==> src/rtl/nose_acc_pkg.sv <==
// Shared defaults, FSM state type and saturating-add helper
// for the product accumulator stage.
package nose_acc_pkg;

  localparam int ACC_W_D     = 80;
  localparam int CNT_W_D     = 16;
  localparam int MAX_TERMS_D = 1024;

  // Widest accumulator the helper supports.
  localparam int SUM_MAX_W = 128;

  localparam logic [SUM_MAX_W:0] WIDE_ONE =
    (SUM_MAX_W+1)'(1);

  typedef enum logic {
    IDLE,
    ACCUM
  } state_e;

  typedef struct packed {
    logic                 sat;
    logic [SUM_MAX_W-1:0] sum;
  } add_res_t;

  // a + b clamped to w bits. a must already fit in w bits.
  function automatic add_res_t sat_add(
    input logic [SUM_MAX_W-1:0] a,
    input logic [63:0]          b,
    input int                   w
  );
    logic [SUM_MAX_W:0] s;
    logic [SUM_MAX_W:0] lim;
    add_res_t           r;
    s   = {1'b0, a}
        + {{(SUM_MAX_W-63){1'b0}}, b};
    lim = (WIDE_ONE << w) - WIDE_ONE;
    r.sat = (s > lim);
    r.sum = r.sat ? lim[SUM_MAX_W-1:0]
                  : s[SUM_MAX_W-1:0];
    return r;
  endfunction

endpackage

==> src/rtl/product_accumulator_if.sv <==
// Product stream in, dot-product result out (valid/ready).
// master: producer/consumer side; slave: the accumulator.
interface product_accumulator_if #(
  parameter int ACC_W = 80,
  parameter int CNT_W = 16
);

  logic [63:0]      prod;
  logic             prod_valid;
  logic             prod_last;
  logic             in_ready;
  logic             out_valid;
  logic             out_ready;
  logic [ACC_W-1:0] out_sum;
  logic [CNT_W-1:0] out_terms;
  logic             out_sat;
  logic             out_len_err;

  modport master (
    output prod, prod_valid, prod_last,
    output out_ready,
    input  in_ready, out_valid,
    input  out_sum, out_terms,
    input  out_sat, out_len_err
  );

  modport slave (
    input  prod, prod_valid, prod_last,
    input  out_ready,
    output in_ready, out_valid,
    output out_sum, out_terms,
    output out_sat, out_len_err
  );

endinterface

==> src/rtl/acc_result_reg.sv <==
// One-entry valid/ready result register; drives in_ready.
// Ports: i_load new result, i_ready drain, o_* payload.
module acc_result_reg #(
  parameter int ACC_W = 80,
  parameter int CNT_W = 16
) (
  input  logic             clk,
  input  logic             reset,
  input  logic             i_load,
  input  logic [ACC_W-1:0] i_sum,
  input  logic [CNT_W-1:0] i_terms,
  input  logic             i_sat,
  input  logic             i_len_err,
  input  logic             i_ready,
  output logic             o_in_ready,
  output logic             o_valid,
  output logic [ACC_W-1:0] o_sum,
  output logic [CNT_W-1:0] o_terms,
  output logic             o_sat,
  output logic             o_len_err
);

  logic             r_valid;
  logic [ACC_W-1:0] r_sum;
  logic [CNT_W-1:0] r_terms;
  logic             r_sat;
  logic             r_len_err;

  assign o_in_ready = !r_valid || i_ready;

  always_ff @(posedge clk) begin
    if (reset) begin
      r_valid   <= 1'b0;
      r_sum     <= '0;
      r_terms   <= '0;
      r_sat     <= 1'b0;
      r_len_err <= 1'b0;
    end else if (i_load) begin
      r_valid   <= 1'b1;
      r_sum     <= i_sum;
      r_terms   <= i_terms;
      r_sat     <= i_sat;
      r_len_err <= i_len_err;
    end else if (i_ready) begin
      r_valid   <= 1'b0;
    end
  end

  assign o_valid   = r_valid;
  assign o_sum     = r_sum;
  assign o_terms   = r_terms;
  assign o_sat     = r_sat;
  assign o_len_err = r_len_err;

endmodule

==> src/rtl/product_accumulator.sv <==
// Sums a stream of 64-bit products into a saturating
// accumulator; ports: clk, reset, bus (slave modport).
module product_accumulator
  import nose_acc_pkg::*;
#(
  parameter int ACC_W     = ACC_W_D,
  parameter int CNT_W     = CNT_W_D,
  parameter int MAX_TERMS = MAX_TERMS_D
) (
  input  logic                  clk,
  input  logic                  reset,
  product_accumulator_if.slave  bus
);

  state_e           r_state;
  state_e           w_state_nx;
  logic [ACC_W-1:0] r_acc;
  logic [CNT_W-1:0] r_cnt;
  logic             r_sat;

  logic             w_in_ready;
  logic             w_take;
  logic             w_close;
  logic [CNT_W-1:0] w_cnt1;
  logic [ACC_W-1:0] w_base;
  logic [ACC_W-1:0] w_next;
  add_res_t         w_add;
  logic             w_unused;

  assign w_take = bus.prod_valid && w_in_ready;
  assign w_cnt1 = r_cnt + CNT_W'(1);
  assign w_close = w_take && (bus.prod_last
    || w_cnt1 == CNT_W'(MAX_TERMS));

  // IDLE always starts a fresh vector from zero.
  assign w_base = (r_state == ACCUM) ? r_acc : '0;
  assign w_add  = sat_add(SUM_MAX_W'(w_base),
                          bus.prod, ACC_W);
  assign w_next = w_add.sum[ACC_W-1:0];
  assign w_unused = ^w_add;

  always_ff @(posedge clk) begin
    if (reset) r_state <= IDLE;
    else       r_state <= w_state_nx;
  end

  always_comb begin
    w_state_nx = r_state;
    unique case (r_state)
      IDLE:  if (w_take && !w_close)
               w_state_nx = ACCUM;
      ACCUM: if (w_close)
               w_state_nx = IDLE;
      default: w_state_nx = IDLE;
    endcase
  end

  always_ff @(posedge clk) begin
    if (reset) begin
      r_acc <= '0;
      r_cnt <= '0;
      r_sat <= 1'b0;
    end else if (w_take) begin
      if (w_close) begin
        r_acc <= '0;
        r_cnt <= '0;
        r_sat <= 1'b0;
      end else begin
        r_acc <= w_next;
        r_cnt <= w_cnt1;
        r_sat <= r_sat | w_add.sat;
      end
    end
  end

  acc_result_reg #(
    .ACC_W (ACC_W),
    .CNT_W (CNT_W)
  ) u_res (
    .clk        (clk),
    .reset      (reset),
    .i_load     (w_close),
    .i_sum      (w_next),
    .i_terms    (w_cnt1),
    .i_sat      (r_sat | w_add.sat),
    .i_len_err  (!bus.prod_last),
    .i_ready    (bus.out_ready),
    .o_in_ready (w_in_ready),
    .o_valid    (bus.out_valid),
    .o_sum      (bus.out_sum),
    .o_terms    (bus.out_terms),
    .o_sat      (bus.out_sat),
    .o_len_err  (bus.out_len_err)
  );

  assign bus.in_ready = w_in_ready;

endmodule

==> src/flat_wrapper.sv <==
// flat-port wrapper written by rule: the top's interface ports become plain ports
module product_accumulator_flat import nose_acc_pkg::*;
#(
  parameter int ACC_W     = ACC_W_D,
  parameter int CNT_W     = CNT_W_D,
  parameter int MAX_TERMS = MAX_TERMS_D
)
  (clk, reset, bus_prod, bus_prod_valid, bus_prod_last, bus_out_ready, bus_in_ready, bus_out_valid, bus_out_sum, bus_out_terms, bus_out_sat, bus_out_len_err);
  product_accumulator_if #(.ACC_W(ACC_W), .CNT_W(CNT_W)) bus_i ();
  input  logic clk;
  input  logic reset;
  input wire logic [$bits(bus_i.prod)-1:0] bus_prod;
  input wire logic [$bits(bus_i.prod_valid)-1:0] bus_prod_valid;
  input wire logic [$bits(bus_i.prod_last)-1:0] bus_prod_last;
  input wire logic [$bits(bus_i.out_ready)-1:0] bus_out_ready;
  output wire logic [$bits(bus_i.in_ready)-1:0] bus_in_ready;
  output wire logic [$bits(bus_i.out_valid)-1:0] bus_out_valid;
  output wire logic [$bits(bus_i.out_sum)-1:0] bus_out_sum;
  output wire logic [$bits(bus_i.out_terms)-1:0] bus_out_terms;
  output wire logic [$bits(bus_i.out_sat)-1:0] bus_out_sat;
  output wire logic [$bits(bus_i.out_len_err)-1:0] bus_out_len_err;
  assign bus_i.prod = bus_prod;
  assign bus_i.prod_valid = bus_prod_valid;
  assign bus_i.prod_last = bus_prod_last;
  assign bus_i.out_ready = bus_out_ready;
  assign bus_in_ready = bus_i.in_ready;
  assign bus_out_valid = bus_i.out_valid;
  assign bus_out_sum = bus_i.out_sum;
  assign bus_out_terms = bus_i.out_terms;
  assign bus_out_sat = bus_i.out_sat;
  assign bus_out_len_err = bus_i.out_len_err;
  product_accumulator #(.ACC_W(ACC_W), .CNT_W(CNT_W), .MAX_TERMS(MAX_TERMS)) u_core (.clk(clk), .reset(reset), .bus(bus_i));
endmodule
==> config.mk <==
export PLATFORM = sky130hd
export DESIGN_NAME = product_accumulator_flat
export DESIGN_NICKNAME = d
export VERILOG_FILES = /design/src/rtl/nose_acc_pkg.sv /design/src/rtl/product_accumulator_if.sv /design/src/rtl/acc_result_reg.sv /design/src/rtl/product_accumulator.sv /design/src/flat_wrapper.sv
export SDC_FILE = /design/constraint.sdc
export NUM_CORES = 1
export LEC_CHECK = 0
export ABC_AREA = 1
export CAP_MARGIN = 20
export CELL_PAD_IN_SITES_DETAIL_PLACEMENT = 1
export CELL_PAD_IN_SITES_GLOBAL_PLACEMENT = 2
export CORE_MARGIN = 10
export CORE_UTILIZATION = 29
export CTS_CLUSTER_DIAMETER = 60
export DETAILED_ROUTE_END_ITERATION = 10
export PLACE_DENSITY = 0.83
export SKIP_CTS_REPAIR_TIMING = 1
export SLEW_MARGIN = 20
export SYNTH_ARGS = -nofsm -noshare
export SYNTH_HDL_FRONTEND = slang
export SYNTH_SLANG_ARGS = --single-unit
==> constraint.sdc <==
create_clock -name clk -period 4.7 [get_ports clk]
set_clock_uncertainty 0.1 [all_clocks]
set_input_delay 0.94 -clock clk [delete_from_list [all_inputs] [get_ports clk]]
set_output_delay 0.94 -clock clk [all_outputs]
set_load 0.1 [all_outputs]
==> implementation parameters <==
Parameter                              Value

Timing
  Headroom to the max-slew limit ... 29.1%
  Part of the cycle the worst path needs ... about 80%
  Achievable clock frequency ... 0.266 GHz
  Post-route setup TNS ... 0 ps
  Number of pins with negative max-slew slack in the final report ... 0
  Setup violations, final ... 0
  Setup repair after global routing missed its margin ... false
  Transition time of the tightest slew-check pin ... ~1100 ps
  Clock period minus worst slack ... 3770 ps
  Fin. Hold Viols ... 0

Floorplanning
  Die Span X ... 245 microns
  Starting density of the core ... about 29%
  Die Outline Area ... around 60,000 sq um
  Vertical die dimension ... about 250 microns
  Total I/O pin count ... 169
  Core area ... approximately 50,000 sq um
  Count of standard-cell rows ... 82

CTS
  Clock insertion delay at the later pin of the skew report ... 510 ps
  Clock Sink Count ... between 150 and 200
  Clock tree from TritonCTS ... done
  H-tree lvl count ... 4
  Clock buffers created by TritonCTS ... 17
  Register clock-pin slew on the reported worst setup and hold paths ... 80 ps
  Largest buffer count on any clock path ... 2
  Root Buffer ... clkbuf_16

Outcome
  Run status ... complete, no violations

Worst setup path
  Type of the worst setup path ... in2reg
  Critical Path Start Type ... primary input
  Required time of the worst setup path ... 5040 ps
  Worst EP arrival ... 4100 ps
  Kind of end point of the critical path ... register
  Worst-path fanout max ... 29

Layout
  Multi-input logic area ... 8810 sq um
  Count of nets after finishing ... 2,897
  Storage cell area ... 3950 sq um
  Area growth from synthesis to layout ... 20.0%
  Most frequent standard cell in the layout excluding fill and tap cells ... nand2_1
  Fill cells ... roughly 6,800
  Commonest non-fill, non-tap cells in the layout ... nand2_1, inv_1, nor2_1
  Ant. Diodes ... 0
  Ratio of cells with drive above 1 in the final layout ... under 10%

Logic synthesis
  Instance count of the mapped netlist ... 2,630
  Fraction of registers with async set or reset after synthesis ... 0%
  Total standard cell area after synthesis ... 14,700 sq um
  Post-Syn Nets ... about 2,800
  Avg Synthesized Cell Area ... 5.59 sq um
  Warnings from Yosys ... 0
  Most used flip-flop cell after synthesis ... dfxtp_1
  Post-synthesis sequential area ratio ... between 20 and 30%
  Number of synthesized register bits ... 197
  Count of different cell masters after synthesis ... 35
  Number of flops mapped to enable cells by yosys ... 0

Pwr
  Leakage component of the power ... between 8 and 9 nW
  Sequential Power Share ... approximately 41%
  Switching power as a share of total power ... 36.7%
  Total power density per cell area ... 246 nW/um^2
  Sum of internal, switching and leakage power ... 4.34 mW
  Internal power of the cells ... 2.75 mW
  Gate power share ... 23.9%
  Highest ir drop seen on vdd ... 264 uV
  Switching pwr ... roughly 1.6 mW
  Power share of the clock group ... 35.0%

Detailed routing
  Count of unresolved DRC violations after routing ... 0
  Total wire length ... ~60,000 microns
  Post-route antenna net violation count ... 0
  Mean routed wirelength per cell ... 17.3 microns
  Vias per Instance ... 4.67
  Via count of the routed design ... 16,087
  Number of iterations in the first detailed-routing pass ... 5
  DRC violation total after the first TritonRoute iteration ... ~670

Placed design
  Final weighted congestion in routability-driven placement ... 0.922
  DP Wirelength ... 48,900 microns
  Count of buffers inserted at the top-level ports ... approximately 170

Job
  Max cap viols ... 0

Hold path
  Tightest Hold Check Type ... reg2reg

Global route
  Total global-route track usage ... 19.9%
  Global route total overflow ... 0
  First-pass GRT wire length ... 94,000 microns
  Initial antenna violation count ... 0
  Largest net degree at the start of global routing ... just under 90
  Number of global-route vias before repair ... roughly 17,000
==> cells by family after synthesis <==
kind of cell	count (synthesis)	synth area share, %
AO/OA/AOI/OAI	282	9.77
XOR/XNOR	51	3.04
adder cells (fa/ha/maj)	66	5.67
buffers and inverters	503	13.4
flip-flops	197	26.8
AND/OR/NAND/NOR	1531	41.3
==> final timing paths <==
path	startpoint	to	slack [ps]	depth (start not counted)
max	bus_prod[37]	u_core.r_acc[44]$_SDFFE_PP0P_	930	15
min	u_core.u_res.o_sum[10]$_SDFFE_PP0P_	u_core.u_res.o_sum[10]$_SDFFE_PP0P_	370	2
max reg2reg	register	u_core.r_acc[44]$_SDFFE_PP0P_	1010	15
min reg2reg	u_core.u_res.o_sum[10]$_SDFFE_PP0P_	u_core.u_res.o_sum[10]$_SDFFE_PP0P_	370	2
==> routing by layer <==
| metal | routed length, microns | track usage, % | part of all wire, % | up-vias |
|---|---|---|---|---|
| met5 | 0 | 0 | 0 | - |
| met4 | 857 | 5.50 | 1.4 | 0 |
| met3 | 1710 | 2.62 | 2.9 | 33 |
| met2 | 29100 | 34.7 | 49 | 183 |
| met1 | 28100 | 25.1 | 47 | 7609 |
| li1 | - | - | - | 8262 |
==> registers in the layout, indices dropped and copies added, names as in the netlist, named ones only <==
signal,cells
u_core.u_res.o_sat,1
u_core.u_res.o_valid,1
u_core.r_cnt,16
u_core.r_sat,1
u_core.u_res.o_sum,80
u_core.u_res.o_len_err,1
u_core.r_acc,80
u_core.u_res.o_terms,16
==> cell type report <==
| class | instances | area share [%] |
|---|---|---|
| clock inverters | 13 | 0.772 |
| well taps | 672 | 4.76 |
| flip-flops and latches | 197 | 22.3 |
| clock buffers | 19 | 2.57 |
| inverters | 425 | 9.04 |
| multi-input cells | 1930 | 49.9 |
| repair buffers | 191 | 10.6 |
==> worst max-delay path, stage by stage <==
cell and delay, ps:
clkdlybuf4s50_1 460, ha_1 480, nand2_1 180, nor2_1 240, inv_1 60, o21ai_0 420, nand2_1 90, nand2_1 160
a21oi_1 140, nand2_1 120, nand2_2 90, buf_4 270, o21ai_0 190, nand2_1 100, a21oi_1 140
==> power by group through the flow <==
stage	Combinational (mW)	Sequential, mW	Clock (mW)
3_5_place_dp	1.05	1.82	0
4_1_cts	1.05	1.78	1.59
6_report	1.04	1.78	1.52
2_1_floorplan	0.398	2.15	0
3_3_place_gp	1.04	1.82	0
5_1_grt	1.12	1.79	1.63
==> metrics by stage <==
stage / setup WS [ps] / cell area [sq um] / cells / utilization [%] / hold WS, ps
after floorplan: 1210 / 14700 / 2630 / - / 345
after global placement: 507 / 17100 / 3415 / 34.0 / 352
after detailed placement: 357 / 17100 / 3415 / 34.0 / 356
after CTS: 903 / 17700 / 3447 / 35.2 / 368
after global routing: 667 / 17700 / 3447 / 35.2 / 382
final: 934 / 17700 / 3447 / 35.2 / 367
==> cell usage after synthesis (2+ instances only) <==
library cell,number,share of area (%)
a21oi_1,213,7.2
a31oi_1,3,0.13
and2_1,5,0.21
and3_1,2,0.085
buf_2,22,0.75
buf_4,9,0.46
buf_6,2,0.15
clkbuf_1,44,1.1
dfxtp_1,197,27
ha_1,65,5.5
inv_1,422,11
nand2_1,1078,28
nand2_2,4,0.17
nand3_1,118,4.0
nand3b_1,10,0.51
nand4_1,12,0.51
nor2_1,263,6.7
nor2_2,2,0.085
nor2_4,3,0.23
nor3_1,23,0.78
nor4_1,8,0.34
o21ai_0,57,1.9
o21bai_1,7,0.36
xnor2_1,37,2.2
xor2_1,14,0.83
(Power assumes the default switching activity.)
